==> config.mk <==
export PLATFORM = sky130hd
export DESIGN_NAME = mem_req_sequencer
export DESIGN_NICKNAME = d
export VERILOG_FILES = /design/src/rtl/mem_req_sequencer.sv
export SDC_FILE = /design/constraint.sdc
export NUM_CORES = 1
export LEC_CHECK = 0
export BUFFER_PORTS_ARGS = -buffer_cell sky130_fd_sc_hd__buf_2
export CELL_PAD_IN_SITES_DETAIL_PLACEMENT = 0
export CELL_PAD_IN_SITES_GLOBAL_PLACEMENT = 1
export CORE_MARGIN = 2
export CORE_UTILIZATION = 40
export DETAILED_ROUTE_END_ITERATION = 10
export HOLD_SLACK_MARGIN = 0.15
export PLACE_DENSITY = 0.69
export SLEW_MARGIN = 20
export SYNTH_ARGS = -nofsm -noshare
export SYNTH_HDL_FRONTEND = slang
export SYNTH_SLANG_ARGS = --single-unit
==> constraint.sdc <==
create_clock -name clk -period 2.01 [get_ports clk]
set_input_delay 0.1005 -clock clk [delete_from_list [all_inputs] [get_ports clk]]
set_output_delay 0.1005 -clock clk [all_outputs]
set_load 0.02 [all_outputs]
==> src/rtl/mem_req_sequencer.sv <==
// Request sequencer for a single-port memory: a small FIFO feeds a three-state
// issue FSM that drives the memory bus and returns read data as one-cycle responses.
module mem_req_sequencer #(
   parameter int DATA_WIDTH = 8,
   parameter int ADDR_WIDTH = 4,
   parameter int DEPTH      = 4,
   parameter int RD_LATENCY = 1
) (
   input  logic                    clk,
   input  logic                    reset,
   input  logic                    req_valid,
   output logic                    req_ready,
   input  logic                    req_op,
   input  logic [ADDR_WIDTH-1:0]   req_addr,
   input  logic [DATA_WIDTH-1:0]   req_wdata,
   output logic                    mem_en,
   output logic                    mem_op,
   output logic [ADDR_WIDTH-1:0]   mem_addr,
   output logic [DATA_WIDTH-1:0]   mem_data_in,
   input  logic [DATA_WIDTH-1:0]   mem_data_out,
   output logic                    rsp_valid,
   output logic [ADDR_WIDTH-1:0]   rsp_addr,
   output logic [DATA_WIDTH-1:0]   rsp_data,
   output logic [$clog2(DEPTH):0]  count,
   output logic [1:0]              dbg_state
);

   localparam int PW = $clog2(DEPTH);
   localparam int CW = PW + 1;
   localparam int EW = 1 + ADDR_WIDTH + DATA_WIDTH;
   localparam int LW = (RD_LATENCY > 1) ? $clog2(RD_LATENCY) : 1;

   typedef enum logic [1:0] {
      IDLE    = 2'd0,
      ISSUE   = 2'd1,
      WAIT_RD = 2'd2
   } state_t;

   // Handshake: a request is taken on a rising edge where req_valid && req_ready;
   // req_ready depends only on occupancy, so a full FIFO never accepts even if it pops.

   state_t state, next_state;

   logic [EW-1:0]  fifo_mem [DEPTH];
   logic [PW-1:0]  wr_ptr, rd_ptr;
   logic           full, empty, push, pop;
   logic [EW-1:0]  head;
   logic           op_r;
   logic [LW-1:0]  lat_cnt;
   logic           lat_load, rd_done;

   assign full      = (count == CW'(DEPTH));
   assign empty     = (count == '0);
   assign req_ready = ~full;
   assign push      = req_valid & ~full;
   assign head      = fifo_mem[rd_ptr];

   assign mem_en    = (state == ISSUE);
   assign mem_op    = mem_en & op_r;
   assign dbg_state = state;

   always_ff @(posedge clk) begin
      if (push) begin
         fifo_mem[wr_ptr] <= {req_op, req_addr, req_wdata};
      end
   end

   always_ff @(posedge clk or negedge reset) begin
      if (!reset) begin
         wr_ptr <= '0;
         rd_ptr <= '0;
         count  <= '0;
      end else begin
         if (push) wr_ptr <= wr_ptr + 1'b1;
         if (pop)  rd_ptr <= rd_ptr + 1'b1;
         case ({push, pop})
            2'b10:   count <= count + 1'b1;
            2'b01:   count <= count - 1'b1;
            default: count <= count;
         endcase
      end
   end

   // Every pop moves the FSM into ISSUE, so the popped entry is latched here.
   always_comb begin
      next_state = state;
      pop        = 1'b0;
      lat_load   = 1'b0;
      rd_done    = 1'b0;
      case (state)
         IDLE: begin
            if (!empty) begin
               pop        = 1'b1;
               next_state = ISSUE;
            end
         end
         ISSUE: begin
            if (op_r) begin
               if (!empty) begin
                  pop        = 1'b1;
                  next_state = ISSUE;
               end else begin
                  next_state = IDLE;
               end
            end else begin
               lat_load   = 1'b1;
               next_state = WAIT_RD;
            end
         end
         WAIT_RD: begin
            if (lat_cnt == '0) begin
               rd_done = 1'b1;
               if (!empty) begin
                  pop        = 1'b1;
                  next_state = ISSUE;
               end else begin
                  next_state = IDLE;
               end
            end
         end
         default: next_state = IDLE;
      endcase
   end

   always_ff @(posedge clk or negedge reset) begin
      if (!reset) begin
         state       <= IDLE;
         op_r        <= 1'b0;
         mem_addr    <= '0;
         mem_data_in <= '0;
         lat_cnt     <= '0;
      end else begin
         state <= next_state;
         if (pop) begin
            op_r        <= head[EW-1];
            mem_addr    <= head[DATA_WIDTH +: ADDR_WIDTH];
            mem_data_in <= head[DATA_WIDTH-1:0];
         end
         if (lat_load) begin
            lat_cnt <= LW'(RD_LATENCY - 1);
         end else if (state == WAIT_RD && lat_cnt != '0) begin
            lat_cnt <= lat_cnt - 1'b1;
         end
      end
   end

   // mem_addr is still the read's address on the final WAIT_RD edge.
   always_ff @(posedge clk or negedge reset) begin
      if (!reset) begin
         rsp_valid <= 1'b0;
         rsp_addr  <= '0;
         rsp_data  <= '0;
      end else begin
         rsp_valid <= rd_done;
         if (rd_done) begin
            rsp_addr <= mem_addr;
            rsp_data <= mem_data_out;
         end
      end
   end

endmodule

# Word level (Yosys, flattened, before mapping)
# Memory sizes are Yosys's and may differ from the RTL's. A register that Yosys moved wholly into a read port is not among the register bits.
# Cells that the tools add are included.
[classes]
addsub = 5
eq_ne = 7
n_mux = 18
bitwise = 3
n_reduce_logical = 7
[ops]
columns = ["operator", "n"]
rows = [
  ["$mux 1", 12],
  ["$mux 2", 3],
  ["$pmux 2 s3", 1],
  ["$pmux 3 s2", 1],
  ["$add 2x1->2 const B", 2],
  ["$eq 2x1->1 const B", 2],
  ["$eq 2x2->1 const B", 2],
  ["$ne 2x2->1 const B", 2],
  ["$reduce_bool 2->1", 2],
  ["$add 3x1->3 const B", 1],
  ["$eq 3x3->1 const B", 1],
  ["$logic_not 3->1", 1],
  ["$pmux 1 s3", 1],
  ["$sub 3x1->3 const B", 1],
  ["$and 1x1->1", 2],
  ["$logic_not 2->1", 1],
  ["$reduce_and 2->1", 1],
  ["$logic_and 1x1->1", 1],
  ["$logic_not 1->1", 1],
  ["$not 1->1", 1],
  ["$sub 1x1->1 const B", 1],
]
[word_totals]
register_bits = 23
ramBits = 52
out_inout_bits = 33
mem_count = 1
[mem_list]
columns = ["memory", "depth", "word_bits", "rd", "rd_ports_with_merged_regs", "wr", "line_no", "source"]
rows = [
  ["fifo_mem", 4, 13, 1, 1, 1, "44", "logic [EW-1:0] fifo_mem [DEPTH];"],
]

# Logic depth before layout (Yosys ltp)
[logic_depth]
word_depth = 6
ltp_mapped = 10
mapped_depth_nobuf = 9

# Least setup slack after synthesis
# Ideal clock, no wire load.
[synth_timing]
path_kind = "register to register"
start = "register count[2]"
end = "register count[2]"
setup_ps = 80
arrival_ps = 2197
required_time_ps = 1930
path_slack_ps = -267
path_stages_with_launch = 10
path_cell_list = "dfrtp_1 > or3b_4 > and2_4 > inv_1 > ha_1 > inv_1 > fa_1 > xor2_1 > nor2_1 > xor2_1"
[synth_between]
word_cells_on_any_way = 14
classes_between = "add/sub: 2; eq/ne: 3; mux: 5; bitwise: 2; reduce/logical: 2"
[synth_rtl]
columns = ["item", "line_no", "source"]
rows = [
  ["start, declared", "24", "output logic [$clog2(DEPTH):0] count,"],
  ["start signal, assigned", "77", "2'b10: count <= count + 1'b1;"],
  ["start signal, assigned", "78", "2'b01: count <= count - 1'b1;"],
  ["start signal, assigned", "79", "default: count <= count;"],
  ["$eq 3x3->1 (*)", "52", "assign full = (count == CW'(DEPTH));"],
  ["$not 1->1 (*)", "-", ""],
  ["net req_ready", "12", "output logic req_ready,"],
  ["$and 1x1->1 (*)", "55", "assign push = req_valid & ~full;"],
  ["$eq 2x1->1 / $eq 2x2->1 (equally long branches)", "76", "case ({push, pop})"],
  ["$pmux 3 s2 / $reduce_bool 2->1 (equally long branches)", "-", ""],
]
# Mark *: on every way through the listed nets, which the timed path passes. The rest lies on a longest branch.
# A chain may end at the register's enable or synchronous reset.

# Final worst setup path
[layout_timing]
start = "register count[0]"
end = "register count[2]"
[layout_between]
elab_chain_len = 6
word_cells_on_any_way = 14
classes_between = "add/sub: 2; eq/ne: 3; mux: 5; bitwise: 2; reduce/logical: 2"
[layout_rtl]
columns = ["item", "line_no", "source"]
rows = [
  ["$logic_not 3->1", "53", "assign empty = (count == '0);"],
  ["$mux 1", "92, 99, 113", ""],
  ["$mux 1 (on tied branches)", "111, 98", ""],
  ["$pmux 1 s3", "90", "case (state)"],
  ["$eq 2x1->1 / $eq 2x2->1 (equally long branches)", "76", ""],
  ["$pmux 3 s2 / $reduce_bool 2->1 (equally long branches)", "-", ""],
]
# Several ways; a longest one is shown, not always the timed one.

==> impl_results.md <==
- Total track usage: 0.142
- Std-Cell Rows: 33
- Number of global-route vias before repair: 1815
- Met1 layer usage reported by global route: 0.180
- First-pass iteration count of the detailed router: 4
- Signal arrival time at the worst endpoint: between 2000 and 2500 ps
- Die Footprint: a little over 9000 µm²
- R2r startpoint: count[0]$_DFFE_PN0P_
- Count of placed standard cells including taps: 339
- Routed wire length: 5880 µm
- Routed wire length per instance: 15.6 µm
- Total DRC errors in the routed layout: 0
- Relative slew slack: 0.756
- Power per unit of standard cell area: 1570 nW/µm²
- Total of flip-flops plus latches after synthesis: 88
- Most frequent cells in the layout: 56 x buf_2, 52 x edfxtp_1, 33 x dfrtp_1, 25 x mux2_2, 22 x dlygate4sd3_1
- Post-route cell area: between 4000 and 5000 µm²
- Final Non-Filler Cells: 378
- Most frequent standard cell in the layout excluding fill and tap cells: buf_2
- Met3 Use GR: 0.0303
- Crit path launch: count[0]$_DFFE_PN0P_
- Gate count after technology mapping: 173
- Area after DPL: 3910 µm²
- Via count normalized by instance count: 4.80
- GR peak layer: met2
- Transition time of the tightest slew-check pin: 365 ps
- Clock transition at the register clock pins on the worst setup and hold paths after CTS: 90 ps
- Post-synthesis sequential area ratio: 0.720
- Total of max-cap violations: 0
- Antenna violations before repair: 0
- Status: completed
- Share of cells above drive strength 1: 0.509
- Post-layout total power: 6.82 mW
- Remaining global-route overflow: 0
- Type of the worst setup path: reg2reg
- Horizontal die dimension: 96.5 µm
- Utilization of the core after routing: 0.524
- YS warnings: 0
- Area of the mapped netlist: 3420 µm²
- Area Overhead vs Synth: 26.6%
- Post-synthesis net count: 203
- Leakage power: 1.73 nW
- Number of levels the H-tree was split into: 3
- Average instance area after synthesis: 19.8 µm²
- Number of DRC violations after detailed-routing iteration 0: 101
- Post-synth cell types: 27
- GR Layer Usage met2: 0.223
- Count of final max-slew check failures: 0
- I/O Pins: 57
- Count of nets after finishing: 298
- Maximum resistive drop on vdd: ~0.62 mV
- Vias post-DR: 1815
- Core footprint: 8260 µm²
- Total clock buffers created by CTS: 9
- Number of buffers between clock root and the deepest sink: 2
- Fin. Hold Viols: 0
- Crit end category: register
- Vertical die dimension: 96.5 µm
- Highest clock rate: 501 MHz
- Sort of element at the start of the critical path: register
- Fin Clk Skew: 10.8 ps
- Post-Route Hold Slack: 180 ps
- Count of input and output buffers: 56
- Portion of the clock cycle consumed by the worst path in the final layout: 0.994
- Crit path required time: 2290 ps
- Clock root cell: clkbuf_8
- Clock tree from TritonCTS: done
- Residual antenna-violating net count after detailed routing: 0
- Number of setup violations in the final report: 0
- Crit path time final: 2000 ps
- Largest net degree at the start of global routing: 23
- Total area of sequential cells: approximately 2500 µm²
- Worst min-delay path class: in2async
- Worst-skew pair later-pin latency: 350 ps
- Initial Util: 0.414
- RSZ-0062 raised after global routing: true
- Number of antenna cells inserted: 0
- Biggest fanout along the worst timing path: 2
- Half-perimeter wire length of the detailed placement result: 3730 µm
- Placer's final routability congestion estimate: 0.705
- Area of the multi-input gates: about 900 µm²
- Number of filler cells placed in the layout: approximately 700
- Clock sink count: 88
- First-pass GRT wire length: 9250 µm
path summary, 6_finish.rpt:
check | end | slack [ps] | cells after the start
hold reg to reg | mem_data_in[5]$_DFFE_PN0P_ | 510 | 1
setup / recovery | count[2]$_DFFE_PN0P_ | 10 | 9
setup reg to reg | count[2]$_DFFE_PN0P_ | 10 | 9
min in group clk | wr_ptr[0]$_DFFE_PN0P_ | 230 | 4
max in group asynchronous | mem_data_in[2]$_DFFE_PN0P_ | 1200 | 3
hold / removal | rd_ptr[1]$_DFFE_PN0P_ | 180 | 2
state kept, by name, indices dropped and copies added, names as in the netlist:
register,cells
wr_ptr,2
fifo_mem,52
lat_cnt,1
count,3
mem_data_in,8
dbg_state,2
op_r,1
rsp_data,8
rsp_addr,4
mem_addr,4
rsp_valid,1
rd_ptr,2
synthesized netlist by cell type (all sizes together):
cell / instances / share of area
edfxtp: 52 / 0.46
dfrtp: 36 / 0.26
mux2: 26 / 0.087
mux4: 13 / 0.086
inv: 10 / 0.011
buf: 5 / 0.012
ha: 5 / 0.018
and3: 4 / 0.0088
xnor2: 4 / 0.010
and2: 2 / 0.0044
nor2: 2 / 0.0022
nor2b: 2 / 0.0037
xor2: 2 / 0.0051
a21oi: 1 / 0.0015
fa: 1 / 0.0059
mux2i: 1 / 0.0029
nand2b: 1 / 0.0018
o211a: 1 / 0.0029
o21ai: 1 / 0.0015
o22ai: 1 / 0.0018
o31a: 1 / 0.0029
o32ai: 1 / 0.0080
or3b: 1 / 0.0033
report_power, final:
part / total (mW) / leakage [nW] / internal, mW / switching (mW)
Combinational: 2.82 / 0.741 / 1.39 / 1.43
Clock: 1.19 / 0.0916 / 0.574 / 0.620
Sequential: 2.80 / 0.901 / 2.54 / 0.265
Total: 6.82 / 1.73 / 4.50 / 2.31
timing repair:
action,in CTS,in global routing
hold buffers,22,0
endpoints found under the hold margin,96,0
buffers inserted,0,1
setup endpoints to repair,1,1
pin swaps,1,6
resized for setup,0,1
through the flow:
stage,TNS (ps),worst slack (ps)
6_report,0,12.4
5_1_grt,-60.1,-60.1
4_1_cts,0,3.08
3_5_place_dp,0,7.19
3_3_place_gp,0,41.3
2_1_floorplan,-123,-123
area by class of cell:
class | instances | share of cell area
clock buffers | 9 | 0.0286
clock inverters | 7 | 0.0165
inverters | 10 | 0.00925
multi-input cells | 70 | 0.208
flip-flops and latches | 88 | 0.569
well taps | 105 | 0.0303
repair buffers | 89 | 0.138
layer usage:
layer | part of all wire | vias up
li1 | - | 841
met1 | 0.46 | 909
met2 | 0.47 | 53
met3 | 0.044 | 12
met4 | 0.026 | 0
met5 | 0 | -
logic make-up (layout without fill, tap and decap cells):
logic type,Yosys count,in the layout,synth area share
AOI/OAI and AO/OA,6,6,0.0187
muxes,40,40,0.175
buffers and inverters,15,115,0.0227
DFF,88,88,0.720
xor gates and xnor gates,6,6,0.0154
adders and majority gates,6,6,0.0241
and+or+nand+nor,12,12,0.0241
worst max-delay path: stages, from the launching register on:
cell     delay (ps)
dfrtp_2         410
or3b_4          400
and2_4          180
inv_4            50
ha_4            120
inv_2            30
fa_2            330
xor2_1          140
nor2_1          120
xor2_1          140
Note: power is estimated with default switching activity, not from simulation.
